[config.mk]
export PLATFORM = sky130hd
export DESIGN_NAME = pixel_array_readout
export DESIGN_NICKNAME = d
export VERILOG_FILES = /design/src/rtl/pixel_array_readout.sv
export SDC_FILE = /design/constraint.sdc
export NUM_CORES = 1
export LEC_CHECK = 0
export ABC_AREA = 1
export BUFFER_PORTS_ARGS = -buffer_cell sky130_fd_sc_hd__buf_2
export CORE_MARGIN = 2
export CORE_UTILIZATION = 40
export CTS_BUF_LIST = sky130_fd_sc_hd__clkbuf_16
export DETAILED_ROUTE_END_ITERATION = 8
export PLACE_DENSITY = 0.72
export SYNTH_ARGS = -nofsm -noshare
export SYNTH_HDL_FRONTEND = slang
export SYNTH_SLANG_ARGS = --single-unit
[constraint.sdc]
create_clock -name clk -period 2.4 [get_ports clk]
set_clock_uncertainty 0.1 [all_clocks]
set_input_delay 0.48 -clock clk [delete_from_list [all_inputs] [get_ports clk]]
set_output_delay 0.48 -clock clk [all_outputs]
set_load 0.05 [all_outputs]
[src/rtl/pixel_array_readout.sv]
// pixel_array_readout
//
// Frame sequencer for a digitally modelled pixel array. One frame runs
// ERASE -> EXPOSE -> [CONV_CORR] -> CONV_DATA -> READ -> IDLE. During a
// conversion a shared ramp counter sweeps 0..2^W-1. Each pixel's comparator
// latches the ramp value on the cycle the ramp equals that pixel's level.
// READ streams the per-pixel results over a valid/ready handshake.
//
// Optional feature macro: READOUT_CDS_EN
//   defined   : a reset-level conversion (CONV_CORR) runs before the signal
//               conversion, and pixel_data = max(data_lat - corr_lat, 0).
//   undefined : CONV_CORR is skipped, corr_values is ignored and
//               pixel_data = data_lat.
//
// Ports
//   clk           clock, all state changes on the rising edge
//   reset         synchronous active-high reset
//   start         frame request, only honoured in IDLE
//   pixel_values  packed per-pixel signal levels, pixel i at [i*W +: W]
//   corr_values   packed per-pixel reset levels, pixel i at [i*W +: W]
//   busy          high in every state except IDLE
//   erase         high in ERASE
//   expose        high in EXPOSE
//   convert       high in CONV_CORR and CONV_DATA
//   ramp          current ramp counter value
//   pixel_valid   readout data valid
//   pixel_ready   downstream accept
//   pixel_data    result for the pixel at pixel_index
//   pixel_index   index of the pixel being presented
//   frame_last    high with pixel_valid on the last pixel
module pixel_array_readout #(
  parameter int PIXEL_COUNT   = 4,
  parameter int COUNTER_WIDTH = 8,
  parameter int EXPOSE_CYCLES = 16,
  localparam int W     = COUNTER_WIDTH,
  localparam int IDX_W = (PIXEL_COUNT > 1) ? $clog2(PIXEL_COUNT) : 1
) (
  input  logic                     clk,
  input  logic                     reset,
  input  logic                     start,
  input  logic [PIXEL_COUNT*W-1:0] pixel_values,
  input  logic [PIXEL_COUNT*W-1:0] corr_values,
  output logic                     busy,
  output logic                     erase,
  output logic                     expose,
  output logic                     convert,
  output logic [W-1:0]             ramp,
  output logic                     pixel_valid,
  input  logic                     pixel_ready,
  output logic [W-1:0]             pixel_data,
  output logic [IDX_W-1:0]         pixel_index,
  output logic                     frame_last
);

  // Sized so that EXPOSE_CYCLES = 1 still yields a 1-bit counter.
  localparam int EXP_W = $clog2(EXPOSE_CYCLES + 1);
  localparam logic [EXP_W-1:0] EXP_LAST = EXP_W'(EXPOSE_CYCLES - 1);
  localparam logic [IDX_W-1:0] IDX_LAST = IDX_W'(PIXEL_COUNT - 1);
  localparam logic [W-1:0]     RAMP_MAX = {W{1'b1}};

  typedef enum logic [2:0] {
    S_IDLE,
    S_ERASE,
    S_EXPOSE,
    S_CONV_CORR,
    S_CONV_DATA,
    S_READ
  } state_t;

  state_t           state_q, state_d;
  logic [EXP_W-1:0] exp_cnt_q, exp_cnt_d;
  logic [W-1:0]     ramp_q, ramp_d;
  logic             valid_q, valid_d;
  logic [IDX_W-1:0] idx_q, idx_d;
  logic             busy_q, busy_d;
  logic             erase_q, erase_d;
  logic             expose_q, expose_d;
  logic             convert_q, convert_d;
  logic             last_q, last_d;

  logic [W-1:0] data_lat_q [PIXEL_COUNT];

  always_ff @(posedge clk) begin
    if (reset) begin
      state_q   <= S_IDLE;
      exp_cnt_q <= '0;
      ramp_q    <= '0;
      valid_q   <= 1'b0;
      idx_q     <= '0;
      busy_q    <= 1'b0;
      erase_q   <= 1'b0;
      expose_q  <= 1'b0;
      convert_q <= 1'b0;
      last_q    <= 1'b0;
    end else begin
      state_q   <= state_d;
      exp_cnt_q <= exp_cnt_d;
      ramp_q    <= ramp_d;
      valid_q   <= valid_d;
      idx_q     <= idx_d;
      busy_q    <= busy_d;
      erase_q   <= erase_d;
      expose_q  <= expose_d;
      convert_q <= convert_d;
      last_q    <= last_d;
    end
  end

  always_comb begin
    state_d   = state_q;
    exp_cnt_d = exp_cnt_q;
    ramp_d    = ramp_q;
    valid_d   = valid_q;
    idx_d     = idx_q;

    case (state_q)
      S_IDLE: begin
        if (start) state_d = S_ERASE;
      end
      S_ERASE: begin
        state_d   = S_EXPOSE;
        exp_cnt_d = '0;
      end
      S_EXPOSE: begin
        if (exp_cnt_q == EXP_LAST) begin
`ifdef READOUT_CDS_EN
          state_d = S_CONV_CORR;
`else
          state_d = S_CONV_DATA;
`endif
          exp_cnt_d = '0;
          ramp_d    = '0;
        end else begin
          exp_cnt_d = exp_cnt_q + EXP_W'(1);
        end
      end
`ifdef READOUT_CDS_EN
      S_CONV_CORR: begin
        // The ramp wraps back to 0 on its own as it leaves the last code.
        ramp_d = ramp_q + W'(1);
        if (ramp_q == RAMP_MAX) state_d = S_CONV_DATA;
      end
`endif
      S_CONV_DATA: begin
        ramp_d = ramp_q + W'(1);
        if (ramp_q == RAMP_MAX) begin
          state_d = S_READ;
          valid_d = 1'b1;
          idx_d   = '0;
        end
      end
      S_READ: begin
        // After the last handshake READ holds one more cycle with valid low,
        // so busy drops one cycle after the final transfer.
        if (valid_q) begin
          if (pixel_ready) begin
            if (idx_q == IDX_LAST) valid_d = 1'b0;
            else                   idx_d   = idx_q + IDX_W'(1);
          end
        end else begin
          state_d = S_IDLE;
          idx_d   = '0;
        end
      end
      default: state_d = S_IDLE;
    endcase

    // Phase outputs are decoded from the next state so they register on the
    // same edge as the state itself.
    busy_d    = (state_d != S_IDLE);
    erase_d   = (state_d == S_ERASE);
    expose_d  = (state_d == S_EXPOSE);
    convert_d = (state_d == S_CONV_CORR) || (state_d == S_CONV_DATA);
    last_d    = valid_d && (idx_d == IDX_LAST);
  end

  // Per-pixel signal-level comparators.
  for (genvar gi = 0; gi < PIXEL_COUNT; gi++) begin : g_data_lat
    always_ff @(posedge clk) begin
      if (reset || state_q == S_ERASE) begin
        data_lat_q[gi] <= '0;
      end else if (state_q == S_CONV_DATA &&
                   ramp_q == pixel_values[gi*W +: W]) begin
        data_lat_q[gi] <= ramp_q;
      end
    end
  end

`ifdef READOUT_CDS_EN
  logic [W-1:0] corr_lat_q [PIXEL_COUNT];

  // Per-pixel reset-level comparators.
  for (genvar gi = 0; gi < PIXEL_COUNT; gi++) begin : g_corr_lat
    always_ff @(posedge clk) begin
      if (reset || state_q == S_ERASE) begin
        corr_lat_q[gi] <= '0;
      end else if (state_q == S_CONV_CORR &&
                   ramp_q == corr_values[gi*W +: W]) begin
        corr_lat_q[gi] <= ramp_q;
      end
    end
  end

  logic [W-1:0] sel_data, sel_corr;
  always_comb begin
    sel_data   = data_lat_q[idx_q];
    sel_corr   = corr_lat_q[idx_q];
    // Offset above signal would underflow; clamp to black instead.
    pixel_data = (sel_corr > sel_data) ? '0 : (sel_data - sel_corr);
  end
`else
  logic unused_corr;
  assign unused_corr = ^corr_values;
  assign pixel_data  = data_lat_q[idx_q];
`endif

  assign busy        = busy_q;
  assign erase       = erase_q;
  assign expose      = expose_q;
  assign convert     = convert_q;
  assign ramp        = ramp_q;
  assign pixel_valid = valid_q;
  assign pixel_index = idx_q;
  assign frame_last  = last_q;

endmodule

==> flow_summary.ini, run 1 <==
[clocking]
insertion_delay_ns = 0.29
hold_buffers = 0
root_buffer = clkbuf_16
ctsResizeCount = 0
numCtsBuffers = 5
cts.path.max_buffers = 2
clkTransAtPathRegs_ns = 0.07
htree_levels = 2
cts_tree = yes
cts.sinks = 56
post-cts-setup-buffers = 0

[critical_path]
r2r_cells = 6
cp-start-kind = flip-flop
endpoint = pixel_data[5]
endpoint_kind = output port
reg2reg_slack_ns = 0.48
cp_top_family = buffers and inverters
path_max_fanout = 14
timing.rr.end = data_lat_q[2][2]
cp.required_ns = 1.82
crit_buf_inv = 2
critPathMaxStageDelay_ns = 0.46
worstSetupPathDepth = 4
crit_type = flip-flop to output port
cp.arrival_ns = 1.64
crit_chain = clkinv_1 > nand3_1 > o211ai_1 > buf_2
r2r-start = ramp[3]
crit_slowest_cell = dfxtp_2
critPathLaunch = pixel_index[1]

[final_layout]
layout_commonest_cell = nand2_1
nets = 549
drive_gt1_frac = 0.2500
area_growth_pct = 19.63
n_antenna_cell = 0
seqCellArea_mm2 = 0.001444
nFillCells = 766
multiInputGateArea_mm2 = 0.001416
final_cell_mix = nand2_1, buf_2, nor2_1, inv_1, edfxtp_1

[power]
switching_share = 0.2294
pwr-share-comb = 0.094
total_leakage_power_uw = 0.001656
clock_power_share = 0.395
p_sw_uw = 477.3
seqPwrFrac = 0.512
irDropWorstVdd_mv = 0.2597
power_density_mw_per_mm2 = 559.2
p_int_uw = 1603

[grt]
grt_pass1_wl_um = 12920
grt_remaining_overflow = 0
first_global_vias = 2718
grt_antenna_before_repair = 0
track_usage = 0.1933
grt_max_degree = 18

[routing]
ant_nets = 0
drt_wl_total_um = 8042
wl_per_cell_um = 13.82
via_count = 2923
drc_errors = 0
drtIter0Drc = 189
drt-pass1-iter-count = 5
via_per_inst = 5.022

[hold_path]
hold_depth = 2
min_path_type = flip-flop to flip-flop

[timing]
timing.hold.ws_ns = 0.3523
tightest_slew_ns = 0.4336
fmax_ghz = 0.4511
period_share = 0.9237
finalSetupViolCount = 0
rsz0062_at_grt = false
final_hold_viol_count = 0
relSlewSlack = 0.7106
finalCriticalPeriod_ns = 2.217
drv_slew = 0
fin_setup_tns_ns = 0

[synthesis]
synth_area_mm2 = 0.003110
ys_seq_area_frac = 0.4634
synth.avg_cell_area_um2 = 7.495
synth.distinct_cells = 30
ys_ff_latch = 56
syn_inst = 415
yosys_warnings = 0
synth_nets = 485
ys_async_sr_fraction = 0
synth-edff-count = 32
synth-main-ff-cell = edfxtp_1

[floorplanning]
die_w_um = 92.18
dieArea_mm2 = 0.008497
start_util = 0.4067
die_y_um = 92.18
core_area_mm2 = 0.007647
rows = 32
io_pins = 92

[place]
dp_hpwl_um = 5903
gp_congestion = 0.8900
numPortBuffers = 59

[status]
outcome = complete, no violations

[job]
drv_cap = 0
synthesized netlist by cell type, types with 3 or more instances:
library cell	instances	share of area
nand2_2	3	0.0060
or2_2	5	0.010
inv_2	13	0.016
o21ai_0	16	0.026
nor2_4	3	0.011
o211ai_1	8	0.019
nand2_1	125	0.15
nand3_1	29	0.047
buf_2	7	0.011
dfxtp_1	24	0.15
nor2_1	56	0.068
inv_1	35	0.042
nor2_2	11	0.022
xnor2_1	4	0.011
clkbuf_1	5	0.0060
xor2_1	5	0.014
a21oi_1	15	0.024
nand4_1	4	0.0080
edfxtp_1	32	0.31
worst reg2reg max path: cells and delay by family (launching register included):
kind,cells,cell delay [ns]
AND/OR/NAND/NOR,5,0.80
flip-flops,1,0.51
buffers and inverters,1,0.18
metrics by stage:
stage | setup WS (ns) | cell area, um^2 | total power, uW | utilization | std cells
2_1_floorplan | 0.1141 | 3113 | 1210 | - | 415
3_3_place_gp | 0.5160 | 3553 | 1275 | 0.4647 | 574
3_5_place_dp | 0.4670 | 3553 | 1282 | 0.4647 | 574
4_1_cts | 0.1625 | 3721 | 2084 | 0.4866 | 582
5_1_grt | 0.01116 | 3721 | 2140 | 0.4866 | 582
6_report | 0.1830 | 3721 | 2081 | 0.4866 | 582
power by group through the flow:
stage	registers (uW)	logic, uW	clock network [uW]
6_report	1060	195	821
5_1_grt	1070	217	856
4_1_cts	1060	196	823
3_5_place_dp	1090	195	0
3_3_place_gp	1080	190	0
2_1_floorplan	1100	112	0
state kept, by name, summed over array words and instances (netlist names):
name	flops
data_lat_q	32
ramp	8
exp_cnt_q	5
state_q	3
pixel_index	2
busy	1
convert	1
erase	1
expose	1
frame_last	1
pixel_valid	1
kinds of logic (layout without fill, tap and decap cells):
logic type               Yosys count  in the layout  synth area share
flip-flops                        56             56            0.4634
AND/OR/NAND/NOR                  242            242            0.3439
AO/OA/AOI/OAI                     43             43           0.07804
buffers and inverters             63            128           0.08126
adder cells (fa/ha/maj)            2              2          0.008044
XOR/XNOR                           9              9           0.02534
how the worst min path moves through the flow:
| stage | from | endpoint | slack, ns |
|---|---|---|---|
| 2_1_floorplan | exp_cnt_q[4] | exp_cnt_q[4] | 0.32 |
| 3_3_place_gp | exp_cnt_q[4] | exp_cnt_q[4] | 0.33 |
| 3_5_place_dp | exp_cnt_q[4] | exp_cnt_q[4] | 0.34 |
| 4_1_cts | exp_cnt_q[4] | exp_cnt_q[4] | 0.35 |
| 5_1_grt | start | erase | 0.38 |
| 6_report | exp_cnt_q[4] | exp_cnt_q[4] | 0.35 |
layer usage:
metal | global-route usage | wire length, um | part of all wire | vias to the layer above
met4 | 0.04726 | 125 | 0.016 | 0
met5 | 0 | 0 | 0 | -
met2 | 0.3431 | 3962 | 0.49 | 122
met1 | 0.2523 | 3432 | 0.43 | 1332
li1 | - | - | - | 1454
met3 | 0.02054 | 523 | 0.065 | 15
cell type report:
| type | instances | share of cell area |
|---|---|---|
| clock buffers | 5 | 0.03362 |
| clock inverters | 3 | 0.01143 |
| inverters | 50 | 0.05044 |
| multi-input cells | 296 | 0.3806 |
| flip-flops and latches | 56 | 0.3880 |
| well taps | 102 | 0.03430 |
| repair buffers | 70 | 0.1015 |
No activity file was read; power rests on OpenSTA's default activity.
==> run 2: changes to the inputs <==
--- a/config.mk
+++ b/config.mk
@@ -13,4 +13,5 @@
 export DETAILED_ROUTE_END_ITERATION = 8
 export PLACE_DENSITY = 0.72
+export SKIP_LAST_GASP = 1
 export SYNTH_ARGS = -nofsm -noshare
 export SYNTH_HDL_FRONTEND = slang
==> constraint.sdc (replaced) <==
create_clock -name clk -period 2.4 [get_ports clk]
set_clock_uncertainty 0.1 [all_clocks]
set_input_delay 0.12 -clock clk [delete_from_list [all_inputs] [get_ports clk]]
set_output_delay 0.12 -clock clk [all_outputs]
set_load 0.05 [all_outputs]
==> flow_summary.ini, run 2 (synthesis results as in run 1) <==
[hold_path]
hold_depth = 3
min_path_type = input pin to flip-flop
min_to = erase
hold_path_startpoint = start

[clocking]
clkTransAtPathRegs_ns = 0.07
cts_tree = yes
ctsResizeCount = 0
numCtsBuffers = 5
root_buffer = clkbuf_16
cts.sinks = 56
hold_buffers = 0
cts.path.max_buffers = 2
post-cts-setup-buffers = 0
htree_levels = 2
insertion_delay_ns = 0.28

[place]
numPortBuffers = 59
gp_congestion = 0.8531
dp_hpwl_um = 5764

[grt]
track_usage = 0.1888
grt_antenna_before_repair = 0
first_global_vias = 2756
grt_remaining_overflow = 0
grt_pass1_wl_um = 12660
grt_max_degree = 18

[floorplanning]
die_w_um = 92.18
start_util = 0.4067
die_y_um = 92.18
dieArea_mm2 = 0.008497
rows = 32
io_pins = 92
core_area_mm2 = 0.007647

[final_layout]
n_antenna_cell = 0
area_growth_pct = 18.54
nets = 548
regMostFlops = data_lat_q
layout_commonest_cell = nand2_1
largest_reg_flops = 32
drive_gt1_frac = 0.2443
final_cell_mix = nand2_1, buf_2, nor2_1, inv_1, edfxtp_1

[timing]
finalCriticalPeriod_ns = 2.066
drv_slew = 0
rsz0062_at_grt = false
fin_setup_tns_ns = 0
tightest_slew_ns = 0.4654
timing.hold.ws_ns = 0.006125
relSlewSlack = 0.6874
final_hold_viol_count = 0
fmax_ghz = 0.4841
finalSetupViolCount = 0
period_share = 0.8607

[routing]
ant_nets = 0
wl_met1_um = 3269
drtIter0Drc = 194
met3WireLength_um = 394
via_count = 2831
route.met2.wl_um = 3971
drt-pass1-iter-count = 4
drt_wl_total_um = 7673
highest_layer = met4
via_per_inst = 4.873
drc_errors = 0
wl_per_cell_um = 13.21

[critical_path]
cp.required_ns = 2.18
timing.rr.end = data_lat_q[0][1]
crit_slowest_cell = dfxtp_1
endpoint_kind = output port
cp_top_family = buffers and inverters
r2r-start = state_q[2]
reg2reg_slack_ns = 0.49
path_max_fanout = 14
crit_chain = clkinv_1 > nand3_1 > o211ai_1 > buf_2
cp-start-kind = flip-flop
crit_buf_inv = 2
crit_type = flip-flop to output port
r2r_cells = 6
critPathMaxStageDelay_ns = 0.59
cp.arrival_ns = 1.85

[power]
irDropWorstVdd_mv = 0.2973
power_density_mw_per_mm2 = 529.9
total_leakage_power_uw = 0.001643

[status]
outcome = complete, no violations

[job]
drv_cap = 0
## run 2: changes by cell type in the layout (fill, tap and decap cells not counted), sizes merged
cell / before / now
clkinv: 2 / 4
bufinv: 1 / 0
clkinvlp: 2 / 1
buf: 70 / 69
## run 2: how the worst max path moves through the flow
stage / end / slack (ns) / from / cells after the start
after detailed placement: data_lat_q[0][3] / 0.50 / state_q[2] / 6
after floorplan: pixel_data[0] / 0.32 / pixel_index[1] / 3
final: pixel_data[7] / 0.33 / pixel_index[1] / 4
after CTS: pixel_data[1] / 0.34 / pixel_index[1] / 4
after global routing: pixel_data[1] / 0.20 / pixel_index[1] / 4
after global placement: data_lat_q[0][0] / 0.52 / state_q[1] / 7
## run 2: stage by stage
| step | cells | total power (uW) | utilization | instance area, um^2 | worst slack (ns) |
|---|---|---|---|---|---|
| 2_1_floorplan | 415 | 1210 | - | 3110 | 0.3155 |
| 3_3_place_gp | 573 | 1273 | 0.4634 | 3543 | 0.5211 |
| 3_5_place_dp | 573 | 1279 | 0.4634 | 3543 | 0.5047 |
| 4_1_cts | 581 | 1965 | 0.4822 | 3687 | 0.3386 |
| 5_1_grt | 581 | 2022 | 0.4822 | 3687 | 0.1990 |
| 6_report | 581 | 1954 | 0.4822 | 3687 | 0.3344 |
## run 2: routing by layer
metal  global-route usage  vias up
li1                     -     1447
met1               0.2365     1305
met5                    0        -
met2               0.3315       75
met3              0.03451        4
met4              0.05597        0
## run 2: layout make-up
class	count	area, um^2
multi-input combinational	296	1416
timing repair buffer	69	370.4
inverter	50	187.7
clock buffer	5	125.1
clock inverter	3	18.77
tap	102	127.6
sequential	56	1441
fill	747	3960
## run 2: worst min-delay path: stages
cell	delay [ns]
buf_2	0.10
nand3_1	0.09
nor2_1	0.04
## run 2: report_power, final
part / switching, uW / internal [uW]
Clock: 313 / 384
Combinational: 133 / 60.7
Sequential: 12.0 / 1050
Total: 457 / 1500
==> run 3: changes to the inputs <==
Settings changed: ABC_AREA 1 to not set, PLACE_DENSITY 0.72 to 0.73.
==> flow_summary.ini, run 3 <==
[final_layout]
nFillCells = 685
layout_commonest_cell = buf_2
drive_gt1_frac = 0.3081
n_antenna_cell = 0
nets = 413
final_cell_mix = buf_2, edfxtp_1, xnor2_1, and2_1, dfxtp_1
multiInputGateArea_mm2 = 0.001485
regMostFlops = data_lat_q
area_growth_pct = 21.11
largest_reg_flops = 32
utilization = 0.5039
seqCellArea_mm2 = 0.001441

[grt]
grt_pass1_wl_um = 11860
first_global_vias = 2325
met1_usage = 0.2374
grt_remaining_overflow = 0
track_usage = 0.1805
grt_use_met2 = 0.3019
grt_max_degree = 21
grt_util_met3 = 0.02988
grt.busiest_layer = met2
grt_antenna_before_repair = 0

[timing]
tightest_slew_ns = 0.5749
finalCriticalPeriod_ns = 2.106
relSlewSlack = 0.6162
finalSetupViolCount = 0
final_hold_viol_count = 0
fin_setup_tns_ns = 0
timing.hold.ws_ns = 0.1276
fmax_ghz = 0.4748
rsz0062_at_grt = false
drv_slew = 0
period_share = 0.8776

[clocking]
ctsResizeCount = 0
cts.sinks = 56
cts_tree = yes
hold_buffers = 0
cts.path.max_buffers = 2
post-cts-setup-buffers = 0
numCtsBuffers = 5
insertion_delay_ns = 0.29
root_buffer = clkbuf_16
htree_levels = 2
clkTransAtPathRegs_ns = 0.07

[floorplanning]
die_w_um = 91.10
core_area_mm2 = 0.007292
dieArea_mm2 = 0.008298
die_y_um = 91.10
rows = 31
io_pins = 92
start_util = 0.4161

[power]
pwr-share-comb = 0.102
finalPower_uw = 2093
p_int_uw = 1624
clock_power_share = 0.388
irDropWorstVdd_mv = 0.2681
switching_share = 0.2240
seqPwrFrac = 0.510
p_sw_uw = 468.8
total_leakage_power_uw = 0.001397
power_density_mw_per_mm2 = 569.6

[synthesis]
synthDominantCellAreaShare = 0.3167
synth.distinct_cells = 50
ys_async_sr_fraction = 0
yosysMostFrequentCell = edfxtp_1
ys_seq_area_frac = 0.4751
syn_inst = 280
synth-edff-count = 32
synth_area_leaders = edfxtp_1, dfxtp_1, xnor2_1
synth-main-ff-cell = edfxtp_1
synth.avg_cell_area_um2 = 10.84
ys_ff_latch = 56
synth_area_mm2 = 0.003034
synth.top_cells.by_count = edfxtp_1, and2_1, xnor2_1, dfxtp_1, buf_2
yosys_warnings = 0
synth_nets = 350
synth_area_leader_cell = edfxtp_1

[place]
dp_hpwl_um = 5232
numPortBuffers = 59
gp_congestion = 0.8187

[hold_path]
min_path_type = input pin to flip-flop
hold_path_startpoint = reset
min_to = exp_cnt_q[1]
hold_depth = 2

[routing]
drtIter0Drc = 115
ant_nets = 0
drc_errors = 0
via_count = 2382
via_per_inst = 5.377
drt_wl_total_um = 7142
drt-pass1-iter-count = 4
wl_per_cell_um = 16.12

[status]
outcome = complete, no violations

[critical_path]
timing.rr.end = data_lat_q[2][5]
path_max_fanout = 9
reg2reg_slack_ns = 0.29
cp.required_ns = 2.46
cp.arrival_ns = 2.17
r2r-start = ramp[2]
cp-start-kind = flip-flop
endpoint_kind = flip-flop
r2r_cells = 5
crit_type = flip-flop to flip-flop

[job]
drv_cap = 0
-- run 3: changes by cell type in the layout (fill, tap and decap cells not counted), sizes merged, moves of 9 or more --
cell and change:
nor2 -63, nor3 +9, xnor2 +27, and2 +31
nand2 -123, inv -39, nand3 -27
-- run 3: layout make-up --
class                   count  share of cell area
repair buffers             77              0.1171
well taps                  99             0.03371
clock inverters             3             0.01056
clock buffers               5             0.03405
inverters                   8            0.008172
multi-input cells         195              0.4042
flip-flops and latches     56              0.3922
-- run 3: power groups by stage --
stage | Combinational (uW) | Sequential, uW | Clock (uW)
floorplan | 123 | 1100 | 0
global placement | 209 | 1090 | 0
detailed placement | 213 | 1090 | 0
CTS | 214 | 1070 | 818
global route | 229 | 1070 | 859
finish | 212 | 1070 | 812
-- run 3: metrics by stage --
| step | std cells | cell area (um^2) | worst slack, ns |
|---|---|---|---|
| 2_1_floorplan | 280 | 3054 | 0.1431 |
| 3_3_place_gp | 435 | 3511 | 0.3006 |
| 3_5_place_dp | 435 | 3511 | 0.3182 |
| 4_1_cts | 443 | 3675 | 0.3033 |
| 5_1_grt | 443 | 3675 | 0.1388 |
| 6_report | 443 | 3675 | 0.2937 |
-- run 3: worst max-delay path, cell delays in order (launching register included) --
cell     delay, ns
dfxtp_1       0.61
buf_4         0.22
xnor2_1       0.13
nand4_1       0.20
nor4b_4       0.51
and2_1        0.20
-- run 3: how the worst max path moves through the flow --
stage	cells after the start	endpoint	slack, ns	start
6_report	5	data_lat_q[2][5]	0.29	ramp[2]
3_5_place_dp	5	data_lat_q[2][3]	0.32	ramp[2]
5_1_grt	5	pixel_index[0]	0.14	ramp[1]
4_1_cts	5	data_lat_q[2][5]	0.30	ramp[2]
3_3_place_gp	5	data_lat_q[2][3]	0.30	ramp[2]
2_1_floorplan	4	data_lat_q[0][0]	0.14	ramp[5]
-- run 3: routing by layer --
metal | wire length (um) | part of all wire
met5 | 0 | 0
met3 | 337 | 0.047
met1 | 3060 | 0.43
met2 | 3621 | 0.51
met4 | 123 | 0.017
-- run 3: logic make-up after synthesis --
group | share of synthesized area
simple gates | 0.2111
mux | 0.05938
fa+ha+maj | 0.008246
xor+xnor | 0.09237
buf+inv | 0.04206
compound gates | 0.1118
flops | 0.4751
